===== src/rtl/exec_pkg.sv =====
// rtl/exec_pkg.sv - shared types and widths for the multicycle execute stage
package exec_pkg;

  localparam int DATA_W = 4;
  localparam int ADDR_W = 2;

  typedef enum logic [2:0] {
    OP_ADD = 3'd0,
    OP_SUB = 3'd1,
    OP_AND = 3'd2,
    OP_OR  = 3'd3,
    OP_XOR = 3'd4,
    OP_MOV = 3'd5,
    OP_LDI = 3'd6,
    OP_NOP = 3'd7
  } op_e;

  typedef enum logic [1:0] {
    ST_IDLE  = 2'd0,
    ST_READ  = 2'd1,
    ST_EXEC  = 2'd2,
    ST_WRITE = 2'd3
  } state_e;

endpackage


===== src/rtl/alu_4.sv =====
// rtl/alu_4.sv - combinational 4-bit ALU with carry/borrow and zero detect
module alu_4
  import exec_pkg::*;
(
  input  logic [DATA_W-1:0] a,
  input  logic [DATA_W-1:0] b,
  input  logic [DATA_W-1:0] imm,
  input  op_e               op,
  output logic [DATA_W-1:0] result,
  output logic              carry,
  output logic              zero
);

  logic [DATA_W:0] wide;

  always_comb begin
    wide   = '0;
    result = '0;
    carry  = 1'b0;
    case (op)
      OP_ADD: begin
        wide   = {1'b0, a} + {1'b0, b};
        result = wide[DATA_W-1:0];
        carry  = wide[DATA_W];
      end
      // The extra bit of the widened difference is the unsigned borrow (a < b).
      OP_SUB: begin
        wide   = {1'b0, a} - {1'b0, b};
        result = wide[DATA_W-1:0];
        carry  = wide[DATA_W];
      end
      OP_AND: result = a & b;
      OP_OR:  result = a | b;
      OP_XOR: result = a ^ b;
      OP_MOV: result = a;
      OP_LDI: result = imm;
      default: result = '0;
    endcase
    zero = (result == '0);
  end

endmodule


===== src/rtl/exec_unit_4.sv =====
// rtl/exec_unit_4.sv - IDLE/READ/EXEC/WRITE execute stage driving a 2R1W register file
module exec_unit_4
  import exec_pkg::*;
(
  input  logic              i_clk,
  input  logic              i_rst_n,
  input  logic              i_valid,
  output logic              o_ready,
  input  logic [2:0]        i_op,
  input  logic [ADDR_W-1:0] i_rd,
  input  logic [ADDR_W-1:0] i_rs0,
  input  logic [ADDR_W-1:0] i_rs1,
  input  logic [DATA_W-1:0] i_imm,
  output logic [ADDR_W-1:0] o_reg_read_0,
  output logic [ADDR_W-1:0] o_reg_read_1,
  input  logic [DATA_W-1:0] i_port_read_0,
  input  logic [DATA_W-1:0] i_port_read_1,
  output logic [ADDR_W-1:0] o_reg_write,
  output logic [DATA_W-1:0] o_port_write,
  output logic              o_write_enable,
  output logic              o_done,
  output logic              o_zero,
  output logic              o_carry
);

  state_e            state, state_n;
  op_e               op_q;
  logic [ADDR_W-1:0] rd_q, rs0_q, rs1_q;
  logic [DATA_W-1:0] imm_q, a_q, b_q, result_q;
  logic              zero_q, carry_q;
  logic [DATA_W-1:0] alu_result;
  logic              alu_carry, alu_zero;

  alu_4 u_alu (
    .a      (a_q),
    .b      (b_q),
    .imm    (imm_q),
    .op     (op_q),
    .result (alu_result),
    .carry  (alu_carry),
    .zero   (alu_zero)
  );

  always_ff @(posedge i_clk or negedge i_rst_n) begin
    if (!i_rst_n) state <= ST_IDLE;
    else          state <= state_n;
  end

  always_comb begin
    state_n = state;
    case (state)
      ST_IDLE:  if (i_valid) state_n = ST_READ;
      ST_READ:  state_n = ST_EXEC;
      ST_EXEC:  state_n = ST_WRITE;
      ST_WRITE: state_n = ST_IDLE;
      default:  state_n = ST_IDLE;
    endcase
  end

  always_ff @(posedge i_clk or negedge i_rst_n) begin
    if (!i_rst_n) begin
      op_q     <= OP_ADD;
      rd_q     <= '0;
      rs0_q    <= '0;
      rs1_q    <= '0;
      imm_q    <= '0;
      a_q      <= '0;
      b_q      <= '0;
      result_q <= '0;
      zero_q   <= 1'b0;
      carry_q  <= 1'b0;
    end else begin
      case (state)
        ST_IDLE: if (i_valid) begin
          op_q  <= op_e'(i_op);
          rd_q  <= i_rd;
          rs0_q <= i_rs0;
          rs1_q <= i_rs1;
          imm_q <= i_imm;
        end
        ST_READ: begin
          a_q <= i_port_read_0;
          b_q <= i_port_read_1;
        end
        // NOP keeps the previous result so the flags describe the last real op.
        ST_EXEC: if (op_q != OP_NOP) begin
          result_q <= alu_result;
          zero_q   <= alu_zero;
          carry_q  <= alu_carry;
        end
        default: ;
      endcase
    end
  end

  // Write strobe decodes straight from state so an async reset drops it at once.
  assign o_ready        = (state == ST_IDLE);
  assign o_done         = (state == ST_WRITE);
  assign o_write_enable = (state == ST_WRITE) && (op_q != OP_NOP);
  assign o_reg_read_0   = rs0_q;
  assign o_reg_read_1   = rs1_q;
  assign o_reg_write    = rd_q;
  assign o_port_write   = result_q;
  assign o_zero         = zero_q;
  assign o_carry        = carry_q;

endmodule


===== config.mk =====
export PLATFORM = sky130hd
export DESIGN_NAME = exec_unit_4
export DESIGN_NICKNAME = d
export VERILOG_FILES = /design/src/rtl/exec_pkg.sv /design/src/rtl/alu_4.sv /design/src/rtl/exec_unit_4.sv
export SDC_FILE = /design/constraint.sdc
export NUM_CORES = 1
export LEC_CHECK = 0
export ABC_AREA = 1
export BUFFER_PORTS_ARGS = -buffer_cell sky130_fd_sc_hd__buf_2
export CELL_PAD_IN_SITES_DETAIL_PLACEMENT = 0
export CELL_PAD_IN_SITES_GLOBAL_PLACEMENT = 2
export CORE_MARGIN = 8
export CORE_UTILIZATION = 32
export DETAILED_ROUTE_END_ITERATION = 16
export PLACE_DENSITY_LB_ADDON = 0.1
export REMOVE_ABC_BUFFERS = 1
export SETUP_SLACK_MARGIN = 0.1
export SYNTH_ARGS = -nofsm -noshare
export SYNTH_HDL_FRONTEND = slang
export SYNTH_SLANG_ARGS = --single-unit

===== constraint.sdc =====
create_clock -name i_clk -period 2.25 [get_ports i_clk]
set_input_delay 0.45 -clock i_clk [delete_from_list [all_inputs] [get_ports i_clk]]
set_output_delay 0.45 -clock i_clk [all_outputs]
set_load 0.05 [all_outputs]

# Word-level counts from Yosys, hierarchy flattened
# Index checks and enable logic that the tools add are counted.
dict set report op_classes {
  n_div 0
  mux 4
  n_shift 0
  magnitude_cmp 0
  mul 0
  add_sub_neg 2
  bitwise 3
  reduce_logical 6
  n_eq_ne 11
}
# op n
set ops {}
lappend ops {{$pmux 4 s7} 1}
lappend ops {{$eq 3x3->1 const B} 3}
lappend ops {{$pmux 2 s4} 1}
lappend ops {{$eq 3x2->1 const B} 2}
lappend ops {{$add 4x4->5} 1}
lappend ops {{$sub 4x4->5} 1}
lappend ops {{$and 4x4->4} 1}
lappend ops {{$eq 2x2->1 const B} 2}
lappend ops {{$logic_not 4->1} 1}
lappend ops {{$or 4x4->4} 1}
lappend ops {{$reduce_and 2->1} 2}
lappend ops {{$xor 4x4->4} 1}
lappend ops {{$eq 3x1->1 const B} 1}
lappend ops {{$logic_not 3->1} 1}
lappend ops {{$ne 3x3->1 const B} 1}
lappend ops {{$eq 2x1->1 const B} 1}
lappend ops {{$logic_not 2->1} 1}
lappend ops {{$mux 2} 1}
lappend ops {{$ne 2x2->1 const B} 1}
lappend ops {{$pmux 1 s2} 1}
lappend ops {{$logic_and 1x1->1} 1}
dict set report word_totals {
  mem_bits_rw 0
  mem_bits_ro 0
  output_inout_bits 15
  regBits 29
  memories 0
  latchBits 0
  input_bits 24
  wordCells 37
}

# Longest topological paths before layout
# Gate-level depths: netlist of the first run.
dict set report depth {
  word_depth 3
  depth_mapped 13
  depth_no_buf 13
}

# By module
# A second synthesis of the first run with hierarchy kept.
dict set report unflattened {
  hier_cells 260
  hier_area_um2 1954.4
}
# mod cells_each instances seq_area_each_um2 area_each_um2
set modules_own_cells {}
lappend modules_own_cells {exec_unit_4 133 1 725.7 1226.2}
lappend modules_own_cells {alu_4 127 1 0.0 728.2}

# Worst setup path before layout of the first run
# Ideal clock, no wire load.
dict set report synth_path {
  path_kind {flip-flop to flip-flop}
  from {register state[0]}
  to {register imm_q[3]}
  setup_ns 0.125
  path_slack_ns 0.442
  path_stages_with_launch 6
  t_required_ns 2.125
  arrival_ns 1.683
  period_less_slack_ns 1.808
  n_path_buf 1
  cell_sequence {dfrtp_1 > inv_1 > ha_1 > nand2_2 > buf_2 > mux2_2}
}
dict set report synth_between {
  elab_chain_len 2
}
# item line_no
set synth_rtl {}
lappend synth_rtl {{from (decl)} exec_unit_4.sv:26} ;# state_e state, state_n;
lappend synth_rtl {{from (signal assigned)} exec_unit_4.sv:46} ;# else state <= state_n;
lappend synth_rtl {{$logic_not 2->1} -}
lappend synth_rtl {{net o_ready} exec_unit_4.sv:8} ;# output logic o_ready,
lappend synth_rtl {{$reduce_and 2->1 (no line)} -}
lappend synth_rtl {{to (signal assigned)} exec_unit_4.sv:79} ;# imm_q <= i_imm;
lappend synth_rtl {{to (decl)} exec_unit_4.sv:29} ;# logic [DATA_W-1:0] imm_q, a_q, b_q, result_q;
# The timed path passes the listed nets, and every way through them passes these cells.
# A chain may end at the register's enable or synchronous reset.

# Final worst setup path of the first run
dict set report layout_path {
  from {register op_q[1]}
  to {output o_write_enable}
}
dict set report layout_between {
  elab_chain_len 2
}
# item line_no
set layout_rtl {}
lappend layout_rtl {{from (decl)} exec_unit_4.sv:27} ;# op_e op_q;
lappend layout_rtl {{from (signal assigned)} exec_unit_4.sv:75} ;# op_q <= op_e'(i_op);
lappend layout_rtl {{$ne 3x3->1} exec_unit_4.sv:99} ;# assign o_write_enable = (state == ST_WRITE) && (op_q != OP_NOP);
lappend layout_rtl {{$logic_and 1x1->1} exec_unit_4.sv:99}
lappend layout_rtl {{to (decl)} exec_unit_4.sv:20} ;# output logic o_write_enable,
# No other way between the ends.

==> results of run 1 <==
==> final cells by class <==
class | count | area (µm²)
clock buffer | 7 | 86.3
clock inverter | 1 | 30.0
fill | 588 | 3330
inverter | 31 | 118
multi-input combinational | 150 | 930
sequential | 29 | 726
tap | 72 | 90.1
timing repair buffer | 39 | 198
==> worst min-delay path by stage <==
stage	startpoint	to	slack (ns)	depth (start not counted)
4_1_cts	i_rst_n	state[1]$_DFFE_PN0P_	0.24	1
3_5_place_dp	o_zero$_DFFE_PN0P_	o_zero$_DFFE_PN0P_	0.46	2
6_report	i_rst_n	a_q[1]$_DFFE_PN0N_	0.21	1
3_3_place_gp	o_port_write[1]$_DFFE_PN0P_	o_port_write[1]$_DFFE_PN0P_	0.47	2
2_1_floorplan	i_rst_n	a_q[0]$_DFFE_PN0N_	0.15	0
5_1_grt	i_rst_n	o_zero$_DFFE_PN0P_	0.27	1
==> state kept, by name, indices dropped and copies added, names as in the netlist <==
| signal | flops |
|---|---|
| a_q | 4 |
| b_q | 4 |
| imm_q | 4 |
| o_port_write | 4 |
| op_q | 3 |
| o_reg_read_0 | 2 |
| o_reg_read_1 | 2 |
| o_reg_write | 2 |
| state | 2 |
| o_carry | 1 |
| o_zero | 1 |
==> cell families after synthesis <==
group,Yosys count,synth area share
AO/OA/AOI/OAI,25,0.0726
flip-flops,29,0.397
adder cells (fa/ha/maj),18,0.132
multiplexers,9,0.0555
buffers and inverters,37,0.0938
AND/OR/NAND/NOR,98,0.249
==> per-stage QoR <==
| stage | setup WS (ns) | cell area [µm²] | hold slack (ns) | total power [µW] |
|---|---|---|---|---|
| 2_1_floorplan | 0.496 | 1770 | 0.154 | 2580 |
| 3_3_place_gp | 0.480 | 2060 | 0.468 | 3190 |
| 3_5_place_dp | 0.475 | 2060 | 0.461 | 3180 |
| 4_1_cts | 0.332 | 2180 | 0.241 | 3750 |
| 5_1_grt | 0.225 | 2180 | 0.266 | 4020 |
| 6_report | 0.358 | 2180 | 0.212 | 3690 |
==> power by group through the flow <==
stage | logic, µW | clock network, µW | registers, µW
global route | 2390 | 595 | 1040
global placement | 2180 | 0 | 1000
detailed placement | 2160 | 0 | 1010
finish | 2130 | 564 | 996
floorplan | 1250 | 0 | 1340
CTS | 2170 | 580 | 1000
==> layer usage <==
metal  global-route usage  part of all wire  up-vias
li1                     -                 -      770
met1                0.139              0.47      696
met2                0.181              0.47       32
met3               0.0305             0.045        5
met4               0.0409             0.015        0
met5                    0                 0        -
==> worst reg2reg max path, delay by kind of cell (launching register included) <==
kind | cells | cell delay (ns)
simple gates | 8 | 0.57
fa+ha+maj | 2 | 0.55
flops | 1 | 0.38
buf+inv | 3 | 0.25
==> placed cells by master (no fill, tap or decap) <==
cell type and n:
a21oi_1 12, buf_2 38, buf_4 1, bufinv_16 1, clkbuf_1 1, clkbuf_8 6
clkinv_2 1, dfrtp_1 29, fa_1 2, ha_1 16, inv_1 28, inv_2 2
mux2_2 9, nand2_1 42, nand2_2 2, nand2_4 2, nand3_1 13, nand3_2 2
nand4_1 10, nor2_1 23, nor2_2 2, nor2_4 1, nor3_1 1, o211ai_1 1
o21a_1 1, o21ai_0 9, o21ai_1 1, o21bai_1 1
==> results by group, run 1 <==
Yosys
  – Synth unique cells: 26
  – Mapped Area: 1830 µm²
  – Number of synthesized flops with an enable pin: 0
  – Top post-synthesis cells by area: dfrtp_1 (40%), ha_1 (11%), nand2_1 (8.6%)
  – Top-area cell type share of the netlist area: 0.397
  – Synthesized flop and latch total: 29
  – Post-Syn Area per Cell: 8.46 µm²
  – Primary FF master, synth: dfrtp_1
  – Async SR Flop Fraction: 1.00
  – Synth warnings: 0
  – Most frequent cell after synthesis: nand2_1
  – Post-synth top cells: nand2_1 (42), dfrtp_1 (29), inv_1 (28), nor2_1 (23), ha_1 (16)
  – Area leader, netlist: dfrtp_1
  – Mapped Cells: ~220
  – Sequential-to-total area share from yosys stat: 0.397

Pwr
  – Gate power share: 0.577
  – Clock power share: 0.153
  – Leak pwr: between 0.001 and 0.0015 µW
  – Switching power: between 1500 and 2000 µW
  – Int Pwr: about 1800 µW
  – Power Density: 1700 nW/µm²
  – Sequential share of power: 0.270
  – Worst vdd ir: 842 µV
  – Sw frac: 0.510

Setup path
  – Worst r2r src: a_q[0]$_DFFE_PN0N_
  – Critical Path RT: approximately 1.8 ns
  – Critical path launch point type: flip-flop
  – End of the critical path: o_write_enable
  – Slowest cell on crit path: dfrtp_1
  – Crit path capture type: output pin
  – Reg2Reg Setup Slack: 0.45 ns
  – FF-to-FF End: o_zero$_DFFE_PN0P_
  – WS Path Type: reg -> out
  – CP Max Fanout: 13
  – Critical path arrival: approximately 1.4 ns
  – CP max stage delay: approximately 0.65 ns
  – WP buf/inv: 2
  – Reg2reg path depth: 13
  – WP depth: 4
  – CP top delay family: flip-flops
  – Worst path cell trace: nand3_2 > nand2_1 > inv_1 > buf_2
  – Crit path from: op_q[1]$_DFFE_PN0P_

STA
  – Slew margin rel.: 0.543
  – Final Hold Violating Endpoints: 0
  – Fin crit share: 0.841
  – Number of max-slew violations in the final report: 0
  – Worst Skew: approximately 0.0027 ns
  – Setup tns final: 0 ns
  – Post-layout min period: 1.89 ns
  – RSZ-0062 raised after global routing: false
  – Worst-margin pin slew: between 0.6 and 0.7 ns
  – Setup Viol. Count Final: 0
  – Peak Freq: between 500 and 600 MHz

Detailed routing
  – Routed Antenna Nets: 0
  – Routed Wire Length: 4520 µm
  – Via count: about 1500
  – Initial DRC Count: 85
  – Avg WL per Cell: between 10 and 15 µm
  – DRC: 0
  – Drt pass-1 iters: 4
  – DR vias/cell: roughly 4.6

CTS
  – Clock sink count: 29
  – Clock buffer count from CTS: 5
  – CTS Hold Bufs: 0
  – Reg clk slew, reported paths: approximately 0.070 ns
  – CTS tree: done
  – Post-cts gate resize count: 0
  – Post-CTS setup buffer count: 0
  – H-tree Lvls: 2
  – Clock buffer depth: 2
  – Root Buffer: clkbuf_8
  – Clk_lat worst skew: 0.28 ns

Floorplanning
  – FP Rows: 27
  – Core area: approximately 5500 µm²
  – Initial Util: 0.332
  – Die Wd: roughly 90 µm
  – Top Ports: 39
  – Die H: approximately 90 µm
  – Die area: about 8400 µm²

Placement
  – DP HPWL: around 3600 µm
  – Cells after DPL: between 300 and 400
  – Placer Congestion: around 0.81
  – Number of port buffers: 38

Cells and area
  – Share of post-route cells with drive strength above 1: 0.261
  – Layout Nets: 298
  – Final Core Density: 0.395
  – N_diodes: 0
  – Area Growth Syn to Fin: 19.2%
  – Final Non-Filler Cells: 329

GRT
  – Number of global-route vias before repair: approximately 1500
  – Initial antenna violation count: 0
  – Pin count of the biggest net entering global routing: 30
  – Total GRT Usage: 0.112
  – Total gr overflow: 0
  – First-pass GRT wire length: ~7500 µm

Flow run
  – Max-cap violations: 0

Min path
  – Worst Hold Class: in -> async

Status
  – Status: finished, final reports clean
(Power assumes the default switching activity.)
==> run 2: changes to the inputs <==
--- a/config.mk
+++ b/config.mk
@@ -5,12 +5,12 @@
 export SDC_FILE = /design/constraint.sdc
 export NUM_CORES = 1
 export LEC_CHECK = 0
-export ABC_AREA = 1
+export ABC_AREA = 0
 export BUFFER_PORTS_ARGS = -buffer_cell sky130_fd_sc_hd__buf_2
 export CELL_PAD_IN_SITES_DETAIL_PLACEMENT = 0
 export CELL_PAD_IN_SITES_GLOBAL_PLACEMENT = 2
 export CORE_MARGIN = 8
-export CORE_UTILIZATION = 32
+export CORE_UTILIZATION = 30
 export DETAILED_ROUTE_END_ITERATION = 16
 export PLACE_DENSITY_LB_ADDON = 0.1
 export REMOVE_ABC_BUFFERS = 1
==> constraint.sdc (replaced) <==
create_clock -name i_clk -period 1.7 [get_ports i_clk]
set_input_delay 0.34 -clock i_clk [delete_from_list [all_inputs] [get_ports i_clk]]
set_output_delay 0.34 -clock i_clk [all_outputs]
set_load 0.05 [all_outputs]
==> run 2 against run 1 <==
The flow now finishes with violations (negative setup slack). Register-to-register slack got worse by 0.82 ns. Sequential cell count unchanged. Setup slack got worse by 0.73 ns. Clock power increased by 33%. Highest routed layer unchanged. Count of clock-buffer cells in the layout unchanged. Largest cell class unchanged. Critical path depth increased by 4. Worst hold slack got worse by 0.12 ns. Die area increased by 1.2%. Sequential share of layout area decreased by 4.1 points. Critical endpoint is now o_port_write[1]$_DFFE_PN0P_.
==> results by group, run 2 <==
Yosys
  – Post-synthesis mux area share: 0.139 (was 0.0555)
  – Post-synthesis simple-gate area fraction: 0.0806 (was 0.249)
  – Area leader, netlist: dfrtp_1 (unchanged)
  – Xor/xnor share of the synthesized area: 0.0151 (was 0)
  – Top post-synthesis cells by area: dfrtp_1 (42%), ha_1 (12%), mux2_2 (9.1%) (was dfrtp_1 (40%), ha_1 (11%), nand2_1 (8.6%))
  – Mapped Area: 1740 µm² (was 1830 µm²)
  – Top-area cell type share of the netlist area: 0.418 (was 0.397)
  – Primary FF master, synth: dfrtp_1 (unchanged)
  – Number of synthesized flops with an enable pin: 0 (unchanged)
  – Async SR Flop Fraction: 1.00 (unchanged)
  – Sequential-to-total area share from yosys stat: 0.418 (was 0.397)
  – Synth warnings: 0 (unchanged)
  – Post-synth top cells: dfrtp_1 (29), inv_1 (18), nand2_1 (17), ha_1 (16) (was nand2_1 (42), dfrtp_1 (29), inv_1 (28), nor2_1 (23), ha_1 (16))
  – Mapped Cells: 166 (was 216)
  – Post-synthesis compound-gate area fraction: 0.143 (was 0.0726)
  – Adder-cell area share of the yosys netlist: 0.138 (was 0.132)
  – Largest family of logic cells by synthesized area: compound AO/OA/AOI/OAI gates (was simple AND/OR/NAND/NOR gates)
  – Synth unique cells: 40 (was 26)
  – Most frequent cell after synthesis: dfrtp_1 (was nand2_1)
  – Synthesized flop and latch total: 29 (unchanged)
  – Post-Syn Area per Cell: 10.5 µm² (was 8.46 µm²)

CTS
  – Clock sink count: 29 (unchanged)
  – Clock buffer depth: 2 (unchanged)
  – H-tree Lvls: 2 (unchanged)
  – Clock buffer count from CTS: 5 (unchanged)
  – Reg clk slew, reported paths: 0.07 ns (about the same)
  – Root Buffer: clkbuf_8 (unchanged)
  – CTS tree: done (unchanged)
  – Clk_lat worst skew: 0.28 ns (about the same)

Detailed routing
  – Initial DRC Count: 27 (was 85)
  – Met2 WL: 2190 µm (was 2120 µm)
  – Wire length on met3: 200 µm (was 205 µm)
  – Routed Antenna Nets: 0 (unchanged)
  – M1 wire length: 2000 µm (was 2120 µm)
  – Routed Wire Length: 4460 µm (was 4520 µm)
  – Drt pass-1 iters: 4 (unchanged)
  – DRC: 0 (unchanged)
  – Max Used Layer: met4 (unchanged)
  – DR vias/cell: 4.53 (was 4.57)
  – Avg WL per Cell: 14.3 µm (was 13.7 µm)
  – Via count: 1412 (was 1503)

Setup path
  – Slowest cell on crit path: fa_1 (was dfrtp_1)
  – Worst path cell trace: ha_1 > inv_1 > fa_1 > inv_1 > mux4_2 > buf_4 > o21ai_2 > o21ai_0 (was nand3_2 > nand2_1 > inv_1 > buf_2)
  – Critical path arrival: 2.24 ns (was 1.44 ns)
  – Critical Path RT: 1.86 ns (was 1.80 ns)
  – Crit path capture type: flip-flop (was output pin)
  – Crit path from: a_q[0]$_DFFE_PN0N_ (was op_q[1]$_DFFE_PN0P_)
  – Most used cell, CP: inv_1
  – Critical path launch point type: flip-flop (unchanged)
  – CP max stage delay: 0.47 ns (was 0.65 ns)
  – Worst r2r src: a_q[0]$_DFFE_PN0N_ (unchanged)
  – WS Path Type: reg -> reg (was reg -> out)
  – CP Max Fanout: 3 (was 13)

Cells and area
  – Most frequent cells in the layout: buf_2 (36), buf_4 (31), dfrtp_1 (26) (was nand2_1 (42), buf_2 (38), dfrtp_1 (29))
  – Most common cell after layout, fill and taps aside: buf_2 (was nand2_1)
  – Layout Nets: 281 (was 298)
  – Area Growth Syn to Fin: 43.5% (was 19.2%)
  – Area of the multi-input gates: 988 µm² (was 930 µm²)
  – Final Non-Filler Cells: 312 (was 329)
  – Share of post-route cells with drive strength above 1: 0.483 (was 0.261)
  – N_diodes: 0 (unchanged)
  – Sequential cell area: 729 µm² (was 726 µm²)
  – Fill cell count: 556 (was 588)
  – Final Core Density: 0.450 (was 0.395)

STA
  – Worst Skew: 0.00757 ns (was 0.00273 ns)
  – Final Hold Violating Endpoints: 0 (unchanged)
  – PnR worst setup slack: -0.374 ns (was 0.358 ns)
  – RSZ-0062 raised after global routing: true (was false)
  – Post-layout min period: ~2.1 ns
  – Fin crit share: 1.22
  – Peak Freq: between 400 and 500 MHz
  – Slew margin rel.: 0.557 (was 0.543)
  – Worst-margin pin slew: 0.665 ns (was 0.686 ns)
  – Setup Viol. Count Final: 5 (was 0)
  – Number of max-slew violations in the final report: 0 (unchanged)

Min path
  – Worst Hold Class: in -> async (unchanged)

GRT
  – First-pass GRT wire length: 7560 µm (was 7540 µm)
  – Total GRT Usage: 0.111 (was 0.112)
  – Number of global-route vias before repair: 1522 (was 1540)
  – Initial antenna violation count: 0 (unchanged)
  – Pin count of the biggest net entering global routing: 30 (unchanged)
  – Total gr overflow: 0 (unchanged)

Status
  – Failing checks: negative setup slack
  – Status: complete, but fails checks (was finished, final reports clean)

Floorplanning
  – Die H: 92.1 µm (was 91.6 µm)
  – Core area: 5540 µm² (was 5510 µm²)
  – FP Rows: 27 (unchanged)
  – Top Ports: 39 (unchanged)
  – Die area: 8480 µm² (was 8380 µm²)
  – Initial Util: 0.314 (was 0.332)
  – Die Wd: 92.1 µm (was 91.6 µm)

Pwr
  – Power Density: 2450 nW/µm² (was 1700 nW/µm²)
  – Sequential share of power: 0.215 (was 0.270)
  – Leak pwr: 0.00120 µW (was 0.00115 µW)
  – Switching power: 2690 µW (was 1880 µW)
  – Gate power share: 0.662 (was 0.577)
  – Int Pwr: 3420 µW (was 1810 µW)
  – Overall Power: 6110 µW (was 3690 µW)
  – Worst vdd ir: 1230 µV (was 842 µV)
  – Sw frac: 0.441 (was 0.510)
  – Clock power share: 0.123 (was 0.153)

Placement
  – Number of port buffers: 38 (unchanged)
  – DP HPWL: 3400 µm (was 3570 µm)
  – Cells after DPL: 299 (was 321)
  – Placer Congestion: 0.835 (was 0.815)

Flow run
  – Max-cap violations: 0 (unchanged)
==> run 2: cell types whose count changed after synthesis, sizes merged, moves of 6 or more <==
cell   change
nand4     -10
nor2      -19
nand3     -13
nand2     -29
inv       -11
mux2       +6
==> run 2: kinds of logic (layout without fill, tap and decap cells) <==
| group | after synthesis | in the layout |
|---|---|---|
| AOI/OAI and AO/OA | 38 | 38 |
| xor gates and xnor gates | 3 | 3 |
| adders and majority gates | 18 | 18 |
| buffers and inverters | 25 | 99 |
| DFF | 29 | 29 |
| muxes | 21 | 21 |
| and+or+nand+nor | 32 | 32 |
==> run 2: layer usage <==
metal | vias to the layer above | global-route usage
met1 | 659 | 0.136
met5 | - | 0
met2 | 35 | 0.183
met3 | 6 | 0.0326
li1 | 712 | -
met4 | 0 | 0.0362
==> run 2: per-stage QoR <==
stage | hold slack [ns] | TNS, ns | instance area [µm²] | worst slack [ns]
after floorplan | 0.0444 | -3.16 | 1700 | -0.337
after global placement | 0.408 | -1.42 | 2220 | -0.363
after detailed placement | 0.429 | -1.71 | 2220 | -0.421
after CTS | 0.116 | -1.32 | 2450 | -0.375
after global routing | 0.144 | -1.93 | 2490 | -0.472
final | 0.0898 | -1.30 | 2490 | -0.374
==> run 2: area by class of cell <==
cell class              count  area share
multi-input cells         112       0.396
flip-flops and latches     29       0.293
repair buffers             72       0.199
well taps                  72      0.0361
clock buffers               7      0.0346
inverters                  19      0.0296
clock inverters             1      0.0120
==> run 2: final timing paths <==
check | to | slack, ns | depth (start not counted)
setup / recovery | o_port_write[1]$_DFFE_PN0P_ | -0.37 | 8
hold / removal | b_q[1]$_DFFE_PN0N_ | 0.09 | 1
setup reg to reg | o_port_write[1]$_DFFE_PN0P_ | -0.37 | 8
hold reg to reg | o_port_write[2]$_DFFE_PN0P_ | 0.48 | 1
max in group asynchronous | op_q[1]$_DFFE_PN0P_ | 1.14 | 1
min in group i_clk | b_q[0]$_DFFE_PN0N_ | 0.26 | 3
==> run 2: power by group through the flow <==
stage                     combinational, µW  clock, µW  sequential (µW)
after global routing                   4420        800             1380
after floorplan                        1770          0             1800
after CTS                              3920        778             1320
after global placement                 3480          0             1320
final                                  4040        751             1320
after detailed placement               3530          0             1340
==> run 2: timing repair <==
action,4_1_cts,5_1_grt
hold buffers,0,0
setup endpoints to repair,8,8
gates resized for setup,22,4
hold endpoints to repair,0,0
buffers inserted,3,4
pin swaps,5,4
==> run 2: critical path: cells and delay by family, from the launching register on <==
family / cells / cell delay (ns)
buf+inv: 3 / 0.25
compound gates: 2 / 0.19
mux: 1 / 0.47
flops: 1 / 0.39
fa+ha+maj: 2 / 0.66
